File: src/rtl/mem_port_arbiter_if.sv
// Bus bundle between the arbiter, its two requesters (CPU Memory stage, pixel fetcher)
// and the byte-wide data RAM.
interface mem_port_arbiter_if #(
  parameter int ADDR_W = 19,
  parameter int OFS_W  = 14
);
  logic              cpu_req;
  logic              cpu_we;
  logic              cpu_two_byte;
  logic [ADDR_W-1:0] cpu_addr;
  logic [ADDR_W-1:0] cpu_wdata;
  logic [ADDR_W-1:0] cpu_rdata;
  logic              cpu_done;
  logic              cpu_stall;

  logic              disp_req;
  logic [3:0]        cuadrante;
  logic [OFS_W-1:0]  disp_offset;
  logic [7:0]        pixel;
  logic              disp_ack;

  logic [ADDR_W-1:0] ram_addr;
  logic              ram_we;
  logic [7:0]        ram_wdata;
  logic [7:0]        ram_rdata;

  modport slave (
    input  cpu_req, cpu_we, cpu_two_byte, cpu_addr, cpu_wdata,
    output cpu_rdata, cpu_done, cpu_stall,
    input  disp_req, cuadrante, disp_offset,
    output pixel, disp_ack,
    output ram_addr, ram_we, ram_wdata,
    input  ram_rdata
  );

  modport master (
    output cpu_req, cpu_we, cpu_two_byte, cpu_addr, cpu_wdata,
    input  cpu_rdata, cpu_done, cpu_stall,
    output disp_req, cuadrante, disp_offset,
    input  pixel, disp_ack,
    input  ram_addr, ram_we, ram_wdata,
    output ram_rdata
  );
endinterface

File: src/rtl/mem_port_arbiter.sv
// Round-robin sharing of the byte-wide data RAM between CPU loads/stores (1 or 2 bytes,
// little-endian, split into byte cycles) and the pixel fetcher.
//   state | meaning
//   IDLE  | no RAM access; arbitrate and latch the granted request
//   C_LO  | CPU byte at A
//   C_HI  | CPU byte at A+1; low read byte arrives
//   C_END | last CPU read byte arrives; done pulses next cycle
//   D_RD  | pixel byte read
//   D_END | pixel byte arrives; ack pulses next cycle
module mem_port_arbiter #(
  parameter int                ADDR_W    = 19,
  parameter logic [ADDR_W-1:0] PIX_BASE  = 19'h10000,
  parameter logic [ADDR_W-1:0] QUAD_SIZE = 19'h4000,
  parameter int                OFS_W     = 14
) (
  input logic               clk,
  input logic               reset,
  mem_port_arbiter_if.slave bus
);

  typedef enum logic [2:0] {IDLE, C_LO, C_HI, C_END, D_RD, D_END} state_t;

  state_t            state, state_nxt;
  logic              last_grant;  // 0 = CPU, 1 = display
  logic              cpu_elig, disp_elig;
  logic              grant_cpu, grant_disp;
  logic [ADDR_W-1:0] addr_reg;
  logic [ADDR_W-1:0] pix_addr;
  logic [ADDR_W-1:0] cpu_rdata_reg;
  logic              we_reg, two_reg;
  logic [15:0]       wdata_reg;
  logic [7:0]        lo_reg, pixel_reg;
  logic              cpu_done_reg, disp_ack_reg;
  logic              unused_wdata_hi;

  assign unused_wdata_hi = ^bus.cpu_wdata[ADDR_W-1:16];

  // A request whose completion pulse is showing this cycle is the one just served.
  assign cpu_elig  = bus.cpu_req  & ~cpu_done_reg;
  assign disp_elig = bus.disp_req & ~disp_ack_reg;
  assign pix_addr  = PIX_BASE + ADDR_W'(bus.cuadrante) * QUAD_SIZE + ADDR_W'(bus.disp_offset);

  always_ff @(posedge clk or negedge reset) begin
    if (!reset) state <= IDLE;
    else        state <= state_nxt;
  end

  always_comb begin
    state_nxt     = state;
    grant_cpu     = 1'b0;
    grant_disp    = 1'b0;
    bus.ram_addr  = '0;
    bus.ram_we    = 1'b0;
    bus.ram_wdata = '0;
    case (state)
      IDLE: begin
        if (cpu_elig && (!disp_elig || last_grant)) begin
          grant_cpu = 1'b1;
          state_nxt = C_LO;
        end else if (disp_elig) begin
          grant_disp = 1'b1;
          state_nxt  = D_RD;
        end
      end
      C_LO: begin
        bus.ram_addr  = addr_reg;
        bus.ram_we    = we_reg;
        bus.ram_wdata = wdata_reg[7:0];
        state_nxt     = two_reg ? C_HI : C_END;
      end
      C_HI: begin
        bus.ram_addr  = addr_reg + ADDR_W'(1);
        bus.ram_we    = we_reg;
        bus.ram_wdata = wdata_reg[15:8];
        state_nxt     = C_END;
      end
      C_END: state_nxt = IDLE;
      D_RD: begin
        bus.ram_addr = addr_reg;
        state_nxt    = D_END;
      end
      D_END:   state_nxt = IDLE;
      default: state_nxt = IDLE;
    endcase
  end

  always_ff @(posedge clk or negedge reset) begin
    if (!reset) begin
      last_grant    <= 1'b0;
      addr_reg      <= '0;
      we_reg        <= 1'b0;
      two_reg       <= 1'b0;
      wdata_reg     <= '0;
      lo_reg        <= '0;
      cpu_rdata_reg <= '0;
      cpu_done_reg  <= 1'b0;
      pixel_reg     <= '0;
      disp_ack_reg  <= 1'b0;
    end else begin
      cpu_done_reg <= 1'b0;
      disp_ack_reg <= 1'b0;
      if (grant_cpu) begin
        addr_reg   <= bus.cpu_addr;
        we_reg     <= bus.cpu_we;
        two_reg    <= bus.cpu_two_byte;
        wdata_reg  <= bus.cpu_wdata[15:0];
        last_grant <= 1'b0;
      end
      if (grant_disp) begin
        addr_reg   <= pix_addr;
        last_grant <= 1'b1;
      end
      if (state == C_HI) lo_reg <= bus.ram_rdata;
      if (state == C_END) begin
        cpu_done_reg <= 1'b1;
        if (!we_reg)
          cpu_rdata_reg <= two_reg ? ADDR_W'({bus.ram_rdata, lo_reg}) : ADDR_W'(bus.ram_rdata);
      end
      if (state == D_END) begin
        pixel_reg    <= bus.ram_rdata;
        disp_ack_reg <= 1'b1;
      end
    end
  end

  assign bus.cpu_rdata = cpu_rdata_reg;
  assign bus.cpu_done  = cpu_done_reg;
  assign bus.cpu_stall = bus.cpu_req & ~cpu_done_reg;
  assign bus.pixel     = pixel_reg;
  assign bus.disp_ack  = disp_ack_reg;

endmodule

File: src/flat_wrapper.sv
// flat-port wrapper written by rule: the top's interface ports become plain ports
module mem_port_arbiter_flat 
#(
  parameter int                ADDR_W    = 19,
  parameter logic [ADDR_W-1:0] PIX_BASE  = 19'h10000,
  parameter logic [ADDR_W-1:0] QUAD_SIZE = 19'h4000,
  parameter int                OFS_W     = 14
)
  (clk, reset, bus_cpu_req, bus_cpu_we, bus_cpu_two_byte, bus_cpu_addr, bus_cpu_wdata, bus_cpu_rdata, bus_cpu_done, bus_cpu_stall, bus_disp_req, bus_cuadrante, bus_disp_offset, bus_pixel, bus_disp_ack, bus_ram_addr, bus_ram_we, bus_ram_wdata, bus_ram_rdata);
  mem_port_arbiter_if #(.ADDR_W(ADDR_W), .OFS_W(OFS_W)) bus_i ();
  input logic clk;
  input logic reset;
  input wire logic [$bits(bus_i.cpu_req)-1:0] bus_cpu_req;
  input wire logic [$bits(bus_i.cpu_we)-1:0] bus_cpu_we;
  input wire logic [$bits(bus_i.cpu_two_byte)-1:0] bus_cpu_two_byte;
  input wire logic [$bits(bus_i.cpu_addr)-1:0] bus_cpu_addr;
  input wire logic [$bits(bus_i.cpu_wdata)-1:0] bus_cpu_wdata;
  output wire logic [$bits(bus_i.cpu_rdata)-1:0] bus_cpu_rdata;
  output wire logic [$bits(bus_i.cpu_done)-1:0] bus_cpu_done;
  output wire logic [$bits(bus_i.cpu_stall)-1:0] bus_cpu_stall;
  input wire logic [$bits(bus_i.disp_req)-1:0] bus_disp_req;
  input wire logic [$bits(bus_i.cuadrante)-1:0] bus_cuadrante;
  input wire logic [$bits(bus_i.disp_offset)-1:0] bus_disp_offset;
  output wire logic [$bits(bus_i.pixel)-1:0] bus_pixel;
  output wire logic [$bits(bus_i.disp_ack)-1:0] bus_disp_ack;
  output wire logic [$bits(bus_i.ram_addr)-1:0] bus_ram_addr;
  output wire logic [$bits(bus_i.ram_we)-1:0] bus_ram_we;
  output wire logic [$bits(bus_i.ram_wdata)-1:0] bus_ram_wdata;
  input wire logic [$bits(bus_i.ram_rdata)-1:0] bus_ram_rdata;
  assign bus_i.cpu_req = bus_cpu_req;
  assign bus_i.cpu_we = bus_cpu_we;
  assign bus_i.cpu_two_byte = bus_cpu_two_byte;
  assign bus_i.cpu_addr = bus_cpu_addr;
  assign bus_i.cpu_wdata = bus_cpu_wdata;
  assign bus_cpu_rdata = bus_i.cpu_rdata;
  assign bus_cpu_done = bus_i.cpu_done;
  assign bus_cpu_stall = bus_i.cpu_stall;
  assign bus_i.disp_req = bus_disp_req;
  assign bus_i.cuadrante = bus_cuadrante;
  assign bus_i.disp_offset = bus_disp_offset;
  assign bus_pixel = bus_i.pixel;
  assign bus_disp_ack = bus_i.disp_ack;
  assign bus_ram_addr = bus_i.ram_addr;
  assign bus_ram_we = bus_i.ram_we;
  assign bus_ram_wdata = bus_i.ram_wdata;
  assign bus_i.ram_rdata = bus_ram_rdata;
  mem_port_arbiter #(.ADDR_W(ADDR_W), .PIX_BASE(PIX_BASE), .QUAD_SIZE(QUAD_SIZE), .OFS_W(OFS_W)) u_core (.clk(clk), .reset(reset), .bus(bus_i));
endmodule
File: config.mk
export PLATFORM = sky130hd
export DESIGN_NAME = mem_port_arbiter_flat
export DESIGN_NICKNAME = d
export VERILOG_FILES = /design/src/rtl/mem_port_arbiter_if.sv /design/src/rtl/mem_port_arbiter.sv /design/src/flat_wrapper.sv
export SDC_FILE = /design/constraint.sdc
export NUM_CORES = 1
export LEC_CHECK = 0
export CORE_MARGIN = 2
export CORE_UTILIZATION = 41
export CTS_CLUSTER_SIZE = 16
export DETAILED_ROUTE_END_ITERATION = 12
export PLACE_DENSITY_LB_ADDON = 0.3
export REMOVE_ABC_BUFFERS = 1
export SLEW_MARGIN = 5
export SYNTH_ARGS = -nofsm -noshare
export SYNTH_HDL_FRONTEND = slang
export SYNTH_SLANG_ARGS = --single-unit
File: constraint.sdc
create_clock -name clk -period 2 [get_ports clk]
set_input_delay 0.3 -clock clk [delete_from_list [all_inputs] [get_ports clk]]
set_output_delay 0.3 -clock clk [all_outputs]
set_load 0.005 [all_outputs]
==> impl_metrics.ini <==
[detailed_routing]
wl_met2_mm = 6.21
dr_total_vias = 3827
drc = 0
dr.pass1.iters = 4
wl_met1_mm = 4.88
top_layer = met4
finalWirelength_mm = 12.2
routedWlPerCell_um = 17.3
ant_nets = 0
wl_met3_um = 784
drt_iter0_markers = 162
viasPerCell = 5.41

[cells_and_area]
final_net_count = 666
fin_cells = 707
final_core_util = 0.707
synthToLayoutAreaGrowth_pct = 65.8
antenna_cells = 0
drive_above_1_share = 0.362
largest_reg_flops = 19

[pwr]
power.density_nw_per_um2 = 1570
power_frac_seq = 0.289
p_leak_nw = 2.91
pwr-share-comb = 0.591
switching_share = 0.388
ir_worst_vdd_uv = 767
switching_power_mw = 3.79
clkPwrFrac = 0.120
p_int_mw = 5.97

[yosys]
synth_top_area_frac = 0.500
yosysUniqueCellTypes = 49
synth_cells = 400
synth_ff_type = dfrtp_1
synthesis.area_um2 = 3750
async_flop_share = 1.00
ys_top_cells_by_count = nand2_1 (98), dfrtp_1 (75), a22oi_1 (26)
synth-warning-count = 0
synth-seq-cells = 75
yosysMostFrequentCell = nand2_1
synth_edf_count = 0
synth_area_leaders = dfrtp_1 (50%), nand2_1 (9.8%), mux2_2 (7.5%)
syn_area_per_cell_um2 = 9.39
synth_top_area_cell = dfrtp_1
ys_seq_area_frac = 0.500

[clocking]
cts_tree = built
htreeDepth = 3
clk_latency_ps = 350
clk_pin_slew_ps = 80
root_buffer = clkbuf_8
cts_num_sinks = 75
cts_buffers = 9
clk_path_buf_depth = 2

[worst_setup_path]
slowest_stage = or4_4
arrival_ps = 2140
cpPeakStageDelay_ps = 560
end_kind = output port
cp-start-kind = register
path_class = reg -> out
path_max_fanout = 3
required_ps = 1700
path_cells = buf_6 > nand4_1 > or4_4 > or4_1 > nand3_1 > buf_2

[sta]
rsz0062_at_grt = true
maxSlewHeadroom = 0.586
worst_slack_ps = -442
slew_violations = 0
setup_violations = 24
tns_ps = -5230
skew_ps = 11.1
worst_slew_pin_slew_ps = 621
fmax_ghz = 0.409
hold_violations = 0
period_share = 1.22
min_period_ps = 2440

[run]
max-cap-violations = 0

[floorplan]
die_w_um = 99.7
num_io_pins = 128
initial_core_util = 0.426
fp.dieArea_um2 = 9940
core-area_um2 = 8810
die_h_um = 99.7
row_count = 34

[placed_design]
dpl.cell_count = 657
portBuffers = 121
dp_slack_ps = -611
hpwl_mm = 7.65
routabilityCongestion = 0.889

[grt]
grt_pass1_wl_mm = 18.7
grt_overflow = 0
grt_pass1_vias = 3859
grt_max_degree = 46
track_usage = 0.240
antenna_found_initial = 0

[status]
status = finished with violations
violations = setup timing

[min_path]
worstHoldPathType = reg -> reg
==> worst paths after layout <==
path	from	end	slack, ps	cells after the start
worst min register to register	u_core.bus.cpu_rdata[15]$_DFFE_PN0P_	u_core.bus.cpu_rdata[15]$_DFFE_PN0P_	470	2
worst max-delay path	u_core.addr_reg[3]$_DFFE_PN0P_	bus_ram_addr[17]	-440	6
max in group asynchronous	reset	u_core.wdata_reg[14]$_DFFE_PN0P_	910	3
min in group asynchronous	reset	u_core.bus.cpu_rdata[12]$_DFFE_PN0P_	490	2
worst max register to register	u_core.state[2]$_DFFE_PN0P_	u_core.wdata_reg[14]$_DFFE_PN0P_	120	6
worst min-delay path	u_core.bus.cpu_rdata[15]$_DFFE_PN0P_	u_core.bus.cpu_rdata[15]$_DFFE_PN0P_	470	2
==> worst max-delay path: cells and delay by family (launching register included) <==
family | cells | cell delay [ps]
and+or+nand+nor | 4 | 1170
DFF | 1 | 390
buffers and inverters | 2 | 250
==> layer usage <==
metal	vias up	track usage
met2	167	0.414
met5	-	0
met4	0	0.111
li1	1785	-
met1	1839	0.295
met3	36	0.0379
==> through the flow <==
stage	total power, mW	hold WS, ps	area, um2
after global placement	7.24	332	5440
after floorplan	4.73	4.41	3620
after global routing	10.4	498	6230
final	9.76	469	6230
after CTS	9.28	474	6060
after detailed placement	7.40	343	5440
==> final cells by class <==
cell class,instances,area (um2)
clock buffers,10,128
multi-input cells,288,2020
repair buffers,212,1970
flip-flops and latches,75,1880
inverters,8,30.0
clock inverters,6,65.1
well taps,108,135
fillers,645,2580
==> cell usage in the layout, fill, tap and decap left out, types with 4 or more instances in the layout <==
master           count
a31oi_1              5
nor2_1              14
buf_2               28
clkbuf_8             9
mux2i_1              8
nand3_1             11
inv_1                8
a21oi_1              5
mux2_2              25
nand4_1              5
a22oi_1             18
o21ai_1              5
clkdlybuf4s50_1     92
a22oi_2              8
buf_4               57
o21ai_0              9
nand2_1             97
a21oi_2              4
buf_6               25
buf_12               5
dfrtp_1             74
nand3_2              5
o21ai_2              9
==> logic make-up after synthesis <==
family / share of synthesized area
multiplexers: 0.0963
AO/OA/AOI/OAI: 0.146
other: 0.000999
XOR/XNOR: 0.00233
AND/OR/NAND/NOR: 0.202
buffers and inverters: 0.0457
flip-flops: 0.500
adder cells (fa/ha/maj): 0.00666
==> power by group through the flow <==
stage | Combinational (mW) | Clock (mW) | Sequential (mW)
2_1_floorplan | 1.90 | 0 | 2.83
3_3_place_gp | 4.53 | 0 | 2.71
3_5_place_dp | 4.64 | 0 | 2.76
4_1_cts | 5.31 | 1.18 | 2.79
5_1_grt | 6.21 | 1.25 | 2.90
6_report | 5.77 | 1.17 | 2.82
==> what timing repair did <==
action / CTS / global route
hold buffers: 1 / 0
endpoints found under the hold margin: 43 / 0
pin swaps: 26 / 18
setup buffers: 24 / 10
cloned: 2 / 0
resized for setup: 180 / 40
endpoints found under the setup margin: 28 / 43
No activity file was read; power rests on OpenSTA's default activity.
